## config.mk

```make
export PLATFORM = sky130hd
export DESIGN_NAME = pipeline_decode
export DESIGN_NICKNAME = d
export VERILOG_FILES = /design/src/rtl/pipeline_decode_pkg.sv /design/src/rtl/pipeline_decode_hazard_detect.sv /design/src/rtl/pipeline_decode.sv
export SDC_FILE = /design/constraint.sdc
export NUM_CORES = 1
export LEC_CHECK = 0
export BUFFER_PORTS_ARGS = -buffer_cell sky130_fd_sc_hd__buf_2
export CAP_MARGIN = 0
export CORE_ASPECT_RATIO = 0.75
export CORE_MARGIN = 5
export CORE_UTILIZATION = 46
export CTS_CLUSTER_SIZE = 20
export DETAILED_ROUTE_END_ITERATION = 8
export PLACE_DENSITY = 0.81
export SLEW_MARGIN = 40
export SYNTH_ARGS = -nofsm -noshare
export SYNTH_HDL_FRONTEND = slang
export SYNTH_SLANG_ARGS = --single-unit
```

## constraint.sdc

```tcl
create_clock -name clk -period 3.25 [get_ports clk]
set_clock_uncertainty 0.15 [all_clocks]
set_input_delay 0.4875 -clock clk [delete_from_list [all_inputs] [get_ports clk]]
set_output_delay 0.4875 -clock clk [all_outputs]
set_load 0.005 [all_outputs]
```

## src/rtl/pipeline_decode_pkg.sv

```systemverilog
`default_nettype none
// ============================================================================
// Module      : pipeline_decode_pkg
// Description : DLX opcode constants, instruction field positions and small
//               decode helpers shared by the ID stage and its hazard unit.
// Revision    : 1.0 - initial release
// ============================================================================
package pipeline_decode_pkg;

    // Primary opcodes (instr[31:26])
    localparam logic [5:0] OP_RTYPE    = 6'h00;
    localparam logic [5:0] OP_J        = 6'h02;
    localparam logic [5:0] OP_JAL      = 6'h03;
    localparam logic [5:0] OP_BEQZ     = 6'h04;
    localparam logic [5:0] OP_BNEZ     = 6'h05;
    localparam logic [5:0] OP_JR       = 6'h12;
    localparam logic [5:0] OP_JALR     = 6'h13;
    localparam logic [5:0] OP_LW       = 6'h23;
    localparam logic [5:0] OP_STORE_LO = 6'h28;
    localparam logic [5:0] OP_STORE_HI = 6'h2B;

    // Instruction field bit ranges
    localparam int OPC_HI = 31;
    localparam int OPC_LO = 26;
    localparam int RS1_HI = 25;
    localparam int RS1_LO = 21;
    localparam int RS2_HI = 20;
    localparam int RS2_LO = 16;
    localparam int IMM_HI = 15;
    localparam int VAL_HI = 25;

    // R-type and stores read rs2 as a real source operand
    function automatic logic f_uses_rs2(input logic [5:0] op);
        return (op == OP_RTYPE) || ((op >= OP_STORE_LO) && (op <= OP_STORE_HI));
    endfunction

    // Instructions resolved in ID that consume rs1 right away
    function automatic logic f_is_id_branch(input logic [5:0] op);
        return (op == OP_BEQZ) || (op == OP_BNEZ) || (op == OP_JR) || (op == OP_JALR);
    endfunction

    function automatic logic f_is_jump(input logic [5:0] op);
        return (op == OP_J) || (op == OP_JAL) || (op == OP_JR) || (op == OP_JALR);
    endfunction

    function automatic logic f_is_jump_reg(input logic [5:0] op);
        return (op == OP_JR) || (op == OP_JALR);
    endfunction

endpackage
`default_nettype wire

```

## src/rtl/pipeline_decode_hazard_detect.sv

```systemverilog
`default_nettype none
// ============================================================================
// Module      : hazard_detect
// Description : Combinational stall detection for the ID stage.
//               - load-use against the load currently in EX
//               - ID-resolved branch/jump-register operand against an ALU
//                 result in EX or a load in MEM
// Ports       : i_rs1/i_rs2         source registers of the ID instruction
//               i_uses_rs2          ID instruction reads rs2
//               i_is_branch         ID instruction reads rs1 in ID
//               i_id_ex_*           EX-stage write/load/destination
//               i_ex_mem_*          MEM-stage load/destination
//               o_stall             hazard present (caller gates with valid)
// Revision    : 1.0 - initial release
// ============================================================================
module hazard_detect (
    input  logic [4:0] i_rs1,
    input  logic [4:0] i_rs2,
    input  logic       i_uses_rs2,
    input  logic       i_is_branch,
    input  logic       i_id_ex_reg_write,
    input  logic       i_id_ex_mem_read,
    input  logic [4:0] i_id_ex_rd,
    input  logic       i_ex_mem_mem_read,
    input  logic [4:0] i_ex_mem_rd,
    output logic       o_stall
);

    logic w_ex_rd_nz;
    logic w_mem_rd_nz;
    logic w_load_use;
    logic w_branch_ex;
    logic w_branch_mem;

    // r0 is hardwired to zero, so it never carries a dependency
    assign w_ex_rd_nz  = (i_id_ex_rd  != 5'd0);
    assign w_mem_rd_nz = (i_ex_mem_rd != 5'd0);

    assign w_load_use   = i_id_ex_mem_read & w_ex_rd_nz &
                          ((i_id_ex_rd == i_rs1) | (i_uses_rs2 & (i_id_ex_rd == i_rs2)));

    assign w_branch_ex  = i_id_ex_reg_write & w_ex_rd_nz & (i_id_ex_rd == i_rs1);
    assign w_branch_mem = i_ex_mem_mem_read & w_mem_rd_nz & (i_ex_mem_rd == i_rs1);

    assign o_stall = w_load_use | (i_is_branch & (w_branch_ex | w_branch_mem));

endmodule
`default_nettype wire

```

## src/rtl/pipeline_decode.sv

```systemverilog
`default_nettype none
// ============================================================================
// Module      : pipeline_decode
// Description : IF/ID pipeline register and decode-stage control for the
//               5-stage DLX pipe. Resolves BEQZ/BNEZ/J/JAL/JR/JALR in ID,
//               drives fetch control, detects hazards, keeps saturating
//               stall/flush counters.
// Ports       : clk, resetN (async active-low)
//               instrIn, pcPlus4In, branchTaken      from fetch
//               readData1                            register file port 1
//               idEx*/exMem*                         downstream stage info
//               rs1Addr, rs2Addr                     register file addresses
//               instructionId, idValid, pcPlus4Id    ID stage contents
//               stall, zFlag, nzFlag, BEQZ, BNEZ,
//               jump, jumpReg, value, extendedImm,
//               registerS1                           fetch-stage controls
//               stallCount, flushCount               perf counters
// Revision    : 1.0 - initial release
// ============================================================================
module pipeline_decode
    import pipeline_decode_pkg::*;
#(
    parameter int          CNT_W     = 32,
    parameter logic [31:0] RESET_PC4 = 32'h0
) (
    input  logic             clk,
    input  logic             resetN,
    input  logic [31:0]      instrIn,
    input  logic [31:0]      pcPlus4In,
    input  logic             branchTaken,
    input  logic [31:0]      readData1,
    input  logic             idExRegWrite,
    input  logic             idExMemRead,
    input  logic [4:0]       idExRd,
    input  logic             exMemMemRead,
    input  logic [4:0]       exMemRd,
    output logic [4:0]       rs1Addr,
    output logic [4:0]       rs2Addr,
    output logic [31:0]      instructionId,
    output logic             idValid,
    output logic [31:0]      pcPlus4Id,
    output logic             stall,
    output logic             zFlag,
    output logic             nzFlag,
    output logic             BEQZ,
    output logic             BNEZ,
    output logic             jump,
    output logic             jumpReg,
    output logic [25:0]      value,
    output logic [31:0]      extendedImm,
    output logic [31:0]      registerS1,
    output logic [CNT_W-1:0] stallCount,
    output logic [CNT_W-1:0] flushCount
);

    localparam logic [CNT_W-1:0] C_CNT_ONE = {{(CNT_W-1){1'b0}}, 1'b1};

    // IF/ID register
    logic             r_valid;
    logic [31:0]      r_instr;
    logic [31:0]      r_pc4;
    logic [CNT_W-1:0] r_stall_cnt;
    logic [CNT_W-1:0] r_flush_cnt;

    logic [5:0] w_opcode;
    logic [4:0] w_rs1;
    logic [4:0] w_rs2;
    logic       w_hazard;
    logic       w_stall;
    logic       w_id_valid;
    logic       w_jump;
    logic       w_flush;

    assign w_opcode = r_instr[OPC_HI:OPC_LO];
    assign w_rs1    = r_instr[RS1_HI:RS1_LO];
    assign w_rs2    = r_instr[RS2_HI:RS2_LO];

    hazard_detect u_hazard_detect (
        .i_rs1             (w_rs1),
        .i_rs2             (w_rs2),
        .i_uses_rs2        (f_uses_rs2(w_opcode)),
        .i_is_branch       (f_is_id_branch(w_opcode)),
        .i_id_ex_reg_write (idExRegWrite),
        .i_id_ex_mem_read  (idExMemRead),
        .i_id_ex_rd        (idExRd),
        .i_ex_mem_mem_read (exMemMemRead),
        .i_ex_mem_rd       (exMemRd),
        .o_stall           (w_hazard)
    );

    // A bubble in ID can never be stalled
    assign w_stall    = r_valid & w_hazard;
    assign w_id_valid = r_valid & ~w_stall;
    assign w_jump     = w_id_valid & f_is_jump(w_opcode);
    // No delay slot: whatever fetch presents alongside a redirect is squashed
    assign w_flush    = branchTaken | w_jump;

    always_ff @(posedge clk or negedge resetN) begin
        if (!resetN) begin
            r_valid <= 1'b0;
            r_instr <= 32'h0;
            r_pc4   <= RESET_PC4;
        end else if (w_flush) begin
            // Flush wins even if a stall were to coincide
            r_valid <= 1'b0;
            r_instr <= 32'h0;
        end else if (!w_stall) begin
            r_valid <= 1'b1;
            r_instr <= instrIn;
            r_pc4   <= pcPlus4In;
        end
    end

    // Counters saturate at all-ones
    always_ff @(posedge clk or negedge resetN) begin
        if (!resetN) begin
            r_stall_cnt <= '0;
            r_flush_cnt <= '0;
        end else begin
            if (w_stall && !(&r_stall_cnt)) begin
                r_stall_cnt <= r_stall_cnt + C_CNT_ONE;
            end
            if (w_flush && !(&r_flush_cnt)) begin
                r_flush_cnt <= r_flush_cnt + C_CNT_ONE;
            end
        end
    end

    assign rs1Addr       = w_rs1;
    assign rs2Addr       = w_rs2;
    assign instructionId = r_instr;
    assign idValid       = w_id_valid;
    assign pcPlus4Id     = r_pc4;
    assign stall         = w_stall;
    assign zFlag         = w_id_valid & (readData1 == 32'h0);
    assign nzFlag        = w_id_valid & (readData1 != 32'h0);
    assign BEQZ          = w_id_valid & (w_opcode == OP_BEQZ);
    assign BNEZ          = w_id_valid & (w_opcode == OP_BNEZ);
    assign jump          = w_jump;
    assign jumpReg       = w_id_valid & f_is_jump_reg(w_opcode);
    assign value         = r_instr[VAL_HI:0];
    assign extendedImm   = {{16{r_instr[IMM_HI]}}, r_instr[IMM_HI:0]};
    assign registerS1    = readData1;
    assign stallCount    = r_stall_cnt;
    assign flushCount    = r_flush_cnt;

endmodule
`default_nettype wire
```

== Word level (Yosys, flattened, before mapping) ==
Cells that the tools add are included.
Widths: inputs -> output; s select.
Storage, ports and cells
  output and inout bits: 236
  flip-flop bits (word level): 129
Operators by class
  equal/unequal tests: 10
  $add $sub $neg: 2
  order comparisons: 2
  bitwise logic cells: 22
  muxes and demuxes: 4
  reductions and logical operators: 21
Operator list (count)
  $add 32x1->32 const B: 2
  $mux 32: 2
  $reduce_and 32->1: 2
  $logic_not 32->1: 1
  $reduce_bool 32->1: 1
  $and 1x1->1: 16
  $eq 5x5->1: 3
  $eq 6x2->1 const B: 2
  $eq 6x3->1 const B: 2
  $eq 6x5->1 const B: 2
  $reduce_bool 5->1: 2
  $logic_or 1x1->1: 8
  $ge 6x6->1 const B: 1
  $le 6x6->1 const B: 1
  $logic_not 6->1: 1
  $or 1x1->1: 4
  $logic_and 1x1->1: 3
  $logic_not 1->1: 2
  $mux 1: 2
  $ne 2x1->1 const B: 1
  $not 1->1: 2
  $reduce_and 2->1: 1

== Longest topological paths before layout ==
  depth in word-level cells: 14
  depth in mapped cells: 10

== Cells and area by module ==
From an unflattened synthesis, not the netlist that was laid out.
Unflattened totals
  cells, all modules: 639
  area, all modules: 6648.9 um^2
By module, submodules not included
  pipeline_decode: instances 1, cells each 612, area an instance 6446.2 um^2
  hazard_detect: instances 1, cells each 27, area an instance 202.7 um^2

== Least setup slack after synthesis ==
Ideal clock, no wire load.
  path kind: reg2reg
  start point: reg r_instr[26] (netlist: instructionId[26])
  end point: reg r_pc4[3] (netlist: pcPlus4Id[3])
  stages on the path, launching flop included: 11
  path slack: 245 ps
  period minus slack after synthesis: 3005 ps
  arrival time: 2730 ps
  path through: dfrtp_1 > or4_1 > a211o_1 > o22a_1 > o211ai_2 > or3_1 > buf_2 > inv_2 > nor3_4 > buf_4 > mux2_2
On the way
  word-level cells in the longest chain between the ends: 14
  elaborated cells between the ends (all ways): 29
  those cells by class: 2 x order compare; 6 x eq/ne; 11 x bitwise; 10 x reduce/logical
Ends and longest elaborated chain
  start: declaration: RTL line pipeline_decode.sv:60  | logic [31:0] r_instr;
  start signal: assignment: RTL line pipeline_decode.sv:109  | r_instr <= instrIn;
  $ge 6x6->1 or $le 6x6->1 (tied branches): RTL line pipeline_decode_pkg.sv:34  | return (op == OP_RTYPE) || ((op >= OP_STORE_LO) && (op <= OP_STORE_HI));
  $logic_and 1x1->1: RTL line pipeline_decode_pkg.sv:34
  $logic_or 1x1->1: RTL line pipeline_decode_pkg.sv:34
  $and 1x1->1: RTL line pipeline_decode_hazard_detect.sv:40  | ((i_id_ex_rd == i_rs1) | (i_uses_rs2 & (i_id_ex_rd == i_rs2)));
  $or 1x1->1: RTL line pipeline_decode_hazard_detect.sv:40
  $and 1x1->1: RTL line pipeline_decode_hazard_detect.sv:39  | assign w_load_use = i_id_ex_mem_read & w_ex_rd_nz &
  $or 1x1->1: RTL line pipeline_decode_hazard_detect.sv:45  | assign o_stall = w_load_use | (i_is_branch & (w_branch_ex | w_branch_mem));
  $and 1x1->1: RTL line pipeline_decode.sv:92  | assign w_stall = r_valid & w_hazard;
  $not 1->1 (no line)
  $and 1x1->1: RTL line pipeline_decode.sv:93  | assign w_id_valid = r_valid & ~w_stall;
  $and 1x1->1 *: RTL line pipeline_decode.sv:94  | assign w_jump = w_id_valid & f_is_jump(w_opcode);
  via jump: RTL line pipeline_decode.sv:47  | output logic jump,
  $or 1x1->1 *: RTL line pipeline_decode.sv:96  | assign w_flush = branchTaken | w_jump;
  $not 1->1 (no line) *
  $reduce_and 2->1 (no line) *
  end signal: assignment: RTL line pipeline_decode.sv:110  | r_pc4 <= pcPlus4In;
  end: declaration: RTL line pipeline_decode.sv:61  | logic [31:0] r_pc4;
The timed path passes the listed nets; every way through them passes the cells marked *.
A chain may end at the register's enable or synchronous reset.

== Worst setup path after layout ==
  start point: reg r_instr[31] (netlist: instructionId[31])
  end point: out jumpReg
On the way
  word-level cells in the longest chain between the ends: 11
  elaborated cells between the ends (all ways): 22
  those cells by class: 2 x order compare; 4 x eq/ne; 9 x bitwise; 7 x reduce/logical
Ends and longest elaborated chain
  $ge 6x6->1 or $le 6x6->1 (tied branches): RTL line pipeline_decode_pkg.sv:34
  $logic_and 1x1->1: RTL line pipeline_decode_pkg.sv:34
  $logic_or 1x1->1: RTL line pipeline_decode_pkg.sv:34
  $and 1x1->1: RTL line pipeline_decode_hazard_detect.sv:40
  $or 1x1->1: RTL line pipeline_decode_hazard_detect.sv:40
  $and 1x1->1: RTL line pipeline_decode_hazard_detect.sv:39
  $or 1x1->1: RTL line pipeline_decode_hazard_detect.sv:45
  $and 1x1->1: RTL line pipeline_decode.sv:92
  $not 1->1 (no line)
  $and 1x1->1: RTL line pipeline_decode.sv:93
  $and 1x1->1 *: RTL line pipeline_decode.sv:140  | assign jumpReg = w_id_valid & f_is_jump_reg(w_opcode);
  end: declaration: RTL line pipeline_decode.sv:48  | output logic jumpReg,
Mark *: on every way between the ends. The rest lies on a longest branch, timed or not.

==> run metrics <==
Max Fclk=310 MHz; overflow left after global routing=0; crit-path max FO=4; TritonCTS clock tree=yes; diode count=0; initial antenna violation count=0; Finished Layout Cells=1,135; outcome=completed; period utilization=0.992; Cell Area, Synth=6630 um^2; Worst Hold Class=input pin to flip-flop; most common cell in the netlist=dfrtp_1; drt via density=5.05; total core area=14,300 um^2; Max-cap violations=0; Post-synth ARST share=1.00; first-pass GRT wire length=30,200 um; Critical Path RT=2610 ps; post-layout min period=3220 ps; DR DRC count=0; worst rel slew slack=0.515; RSZ-0062 raised after global routing=yes; clock-pin transition on the worst setup and hold timing paths=50 ps; pin count of the biggest net entering global routing=60; Power Dens Cells=506 nW/um^2; Worst-Margin Slew=728 ps; Post-synth top cells=dfrtp_1, buf_4, nand2_1, nand3_1, xnor2_1; Placer Congestion=0.892; H-tree depth=4; Clock Sinks=129; Clock Tree Buf Depth=2; hold path start=pcPlus4In[9]; final setup fails=0; Final nets=1,037; hpwl dp=14,700 um; post-layout total power=4.35 mW; GRT Overall Usage=0.226; critical path class=flip-flop to output pin; Yosys cell types=40; area share of the largest cell type after synthesis=0.487; Die H=114 um; root buf cell=clkbuf_16; VDD IR max=0.357 mV; Pre-Repair DR Iteration Count=5; Placed Instances=1,097; Wirelength per Cell=17.3 um; ratio of cells with drive above 1 in the final layout=0.470; leakage power=4.40 nW; dominant cells by area after synthesis=dfrtp_1, buf_4, xnor2_1; Post-Route WL=19,600 um; FF+latch count, synth=129; post-synthesis sequential area ratio=0.487; DRT iter0 DRCs=372; vias in the first global route=5,718; PortBufs=347; Avg Cell Area, Syn=10.1 um^2; Worst setup startpoint=instructionId[31]; FF-to-FF setup slack=130 ps; Area Growth Syn to Fin=29.8%; syn_nets=770; Mapped Cells=656; number of flops mapped to enable cells by yosys=0; CP Data Arrival Time=2590 ps; Starting Density=0.464; final hold violation count=0; later-pin clock latency in the skew report=410 ps; Yosys warnings=0; Die X=149 um; post-route antenna net violation count=0; Synth area leader=dfrtp_1; max-slew violations=0; Die ar.=16,900 um^2; Critical Path End Type=output pin; ys flop type=dfrtp_1; via count=5,731; Num CTS Buffers=17; row cnt=38; I/O pin count=348; type of origin of the critical path=flip-flop; worst flop-to-flop path startpoint=instructionId[31]
-- metal layers --
metal / track usage / wire [um] / up-vias
met5: 0 / 0 / -
met4: 0.0800 / 369 / 0
met3: 0.0782 / 1720 / 29
met2: 0.365 / 9610 / 256
met1: 0.284 / 7880 / 2761
li1: - / - / 2685
-- layout by cell type (no fill, tap or decap), types with 3 or more instances in the layout --
master	count
buf_2	344
dfrtp_1	129
nand2_1	60
nand3_1	59
xnor2_1	46
a21oi_1	33
nor2_1	31
mux2_2	30
xor2_1	29
nand4_1	29
buf_4	19
clkbuf_16	17
nor3_1	16
nor4_1	14
and3_1	9
inv_1	8
clkbuf_8	5
clkinv_2	4
and4_1	4
mux2_1	4
buf_6	4
or4_1	3
and2_1	3
buf_12	3
-- path summary, 6_finish.rpt --
check	endpoint	cells after the start
max	jumpReg	8
min	pcPlus4Id[9]	2
max reg2reg	pcPlus4Id[29]	10
min reg2reg	stallCount[7]	1
max in group asynchronous	instructionId[29]	3
min in group asynchronous	flushCount[8]	2
-- registers in the layout, indices dropped and copies added, names as in the netlist --
| name | cells |
|---|---|
| flushCount | 32 |
| instructionId | 32 |
| pcPlus4Id | 32 |
| stallCount | 32 |
| r_valid | 1 |
-- area by class of cell --
cell class | instances | area (um^2)
fillers | 1215 | 5700
flip-flops and latches | 129 | 3230
multi-input cells | 394 | 2540
repair buffers | 371 | 1980
clock buffers | 23 | 498
well taps | 200 | 250
clock inverters | 8 | 77.6
inverters | 10 | 41.3
-- report_power, final --
group / switching [mW] / internal [mW]
sequential: 0.132 / 1.73
clock: 0.689 / 1.15
combinational: 0.318 / 0.335
-- metrics by stage --
step / TNS (ps) / instance area, um^2 / hold WS, ps / util / setup WS (ps)
global route: -77.0 / 8610 / 135 / 0.602 / -34.6
floorplan: 0 / 6630 / 41.9 / - / 245
CTS: -22.6 / 8560 / 7.77 / 0.598 / -22.6
detailed placement: 0 / 7940 / 327 / 0.554 / 66.9
global placement: 0 / 7940 / 316 / 0.554 / 173
finish: 0 / 8610 / 148 / 0.602 / 25.3
-- cells by family (layout without fill, tap and decap cells) --
family | after synthesis | in the layout | share of synthesized area
flops | 129 | 129 | 0.487
xor+xnor | 75 | 75 | 0.0990
buf+inv | 133 | 412 | 0.134
simple gates | 240 | 240 | 0.182
fa+ha+maj | 2 | 2 | 0.00377
mux | 34 | 34 | 0.0577
compound gates | 43 | 43 | 0.0370
-- critical path, cell delays in order, from the launching register on --
cell	delay, ps
dfrtp_1	380
or4_1	520
a211o_1	270
o22a_1	240
o211ai_4	260
or3_4	200
inv_4	40
and2_4	140
buf_6	110
-- repair_timing --
action	CTS	global route
endpoints found under the hold margin	0	57
setup endpoints to repair	7	4
setup buffers	5	2
hold buffers	0	1
gates resized for setup	6	5
pin swaps	5	6
(Power assumes the default switching activity.)
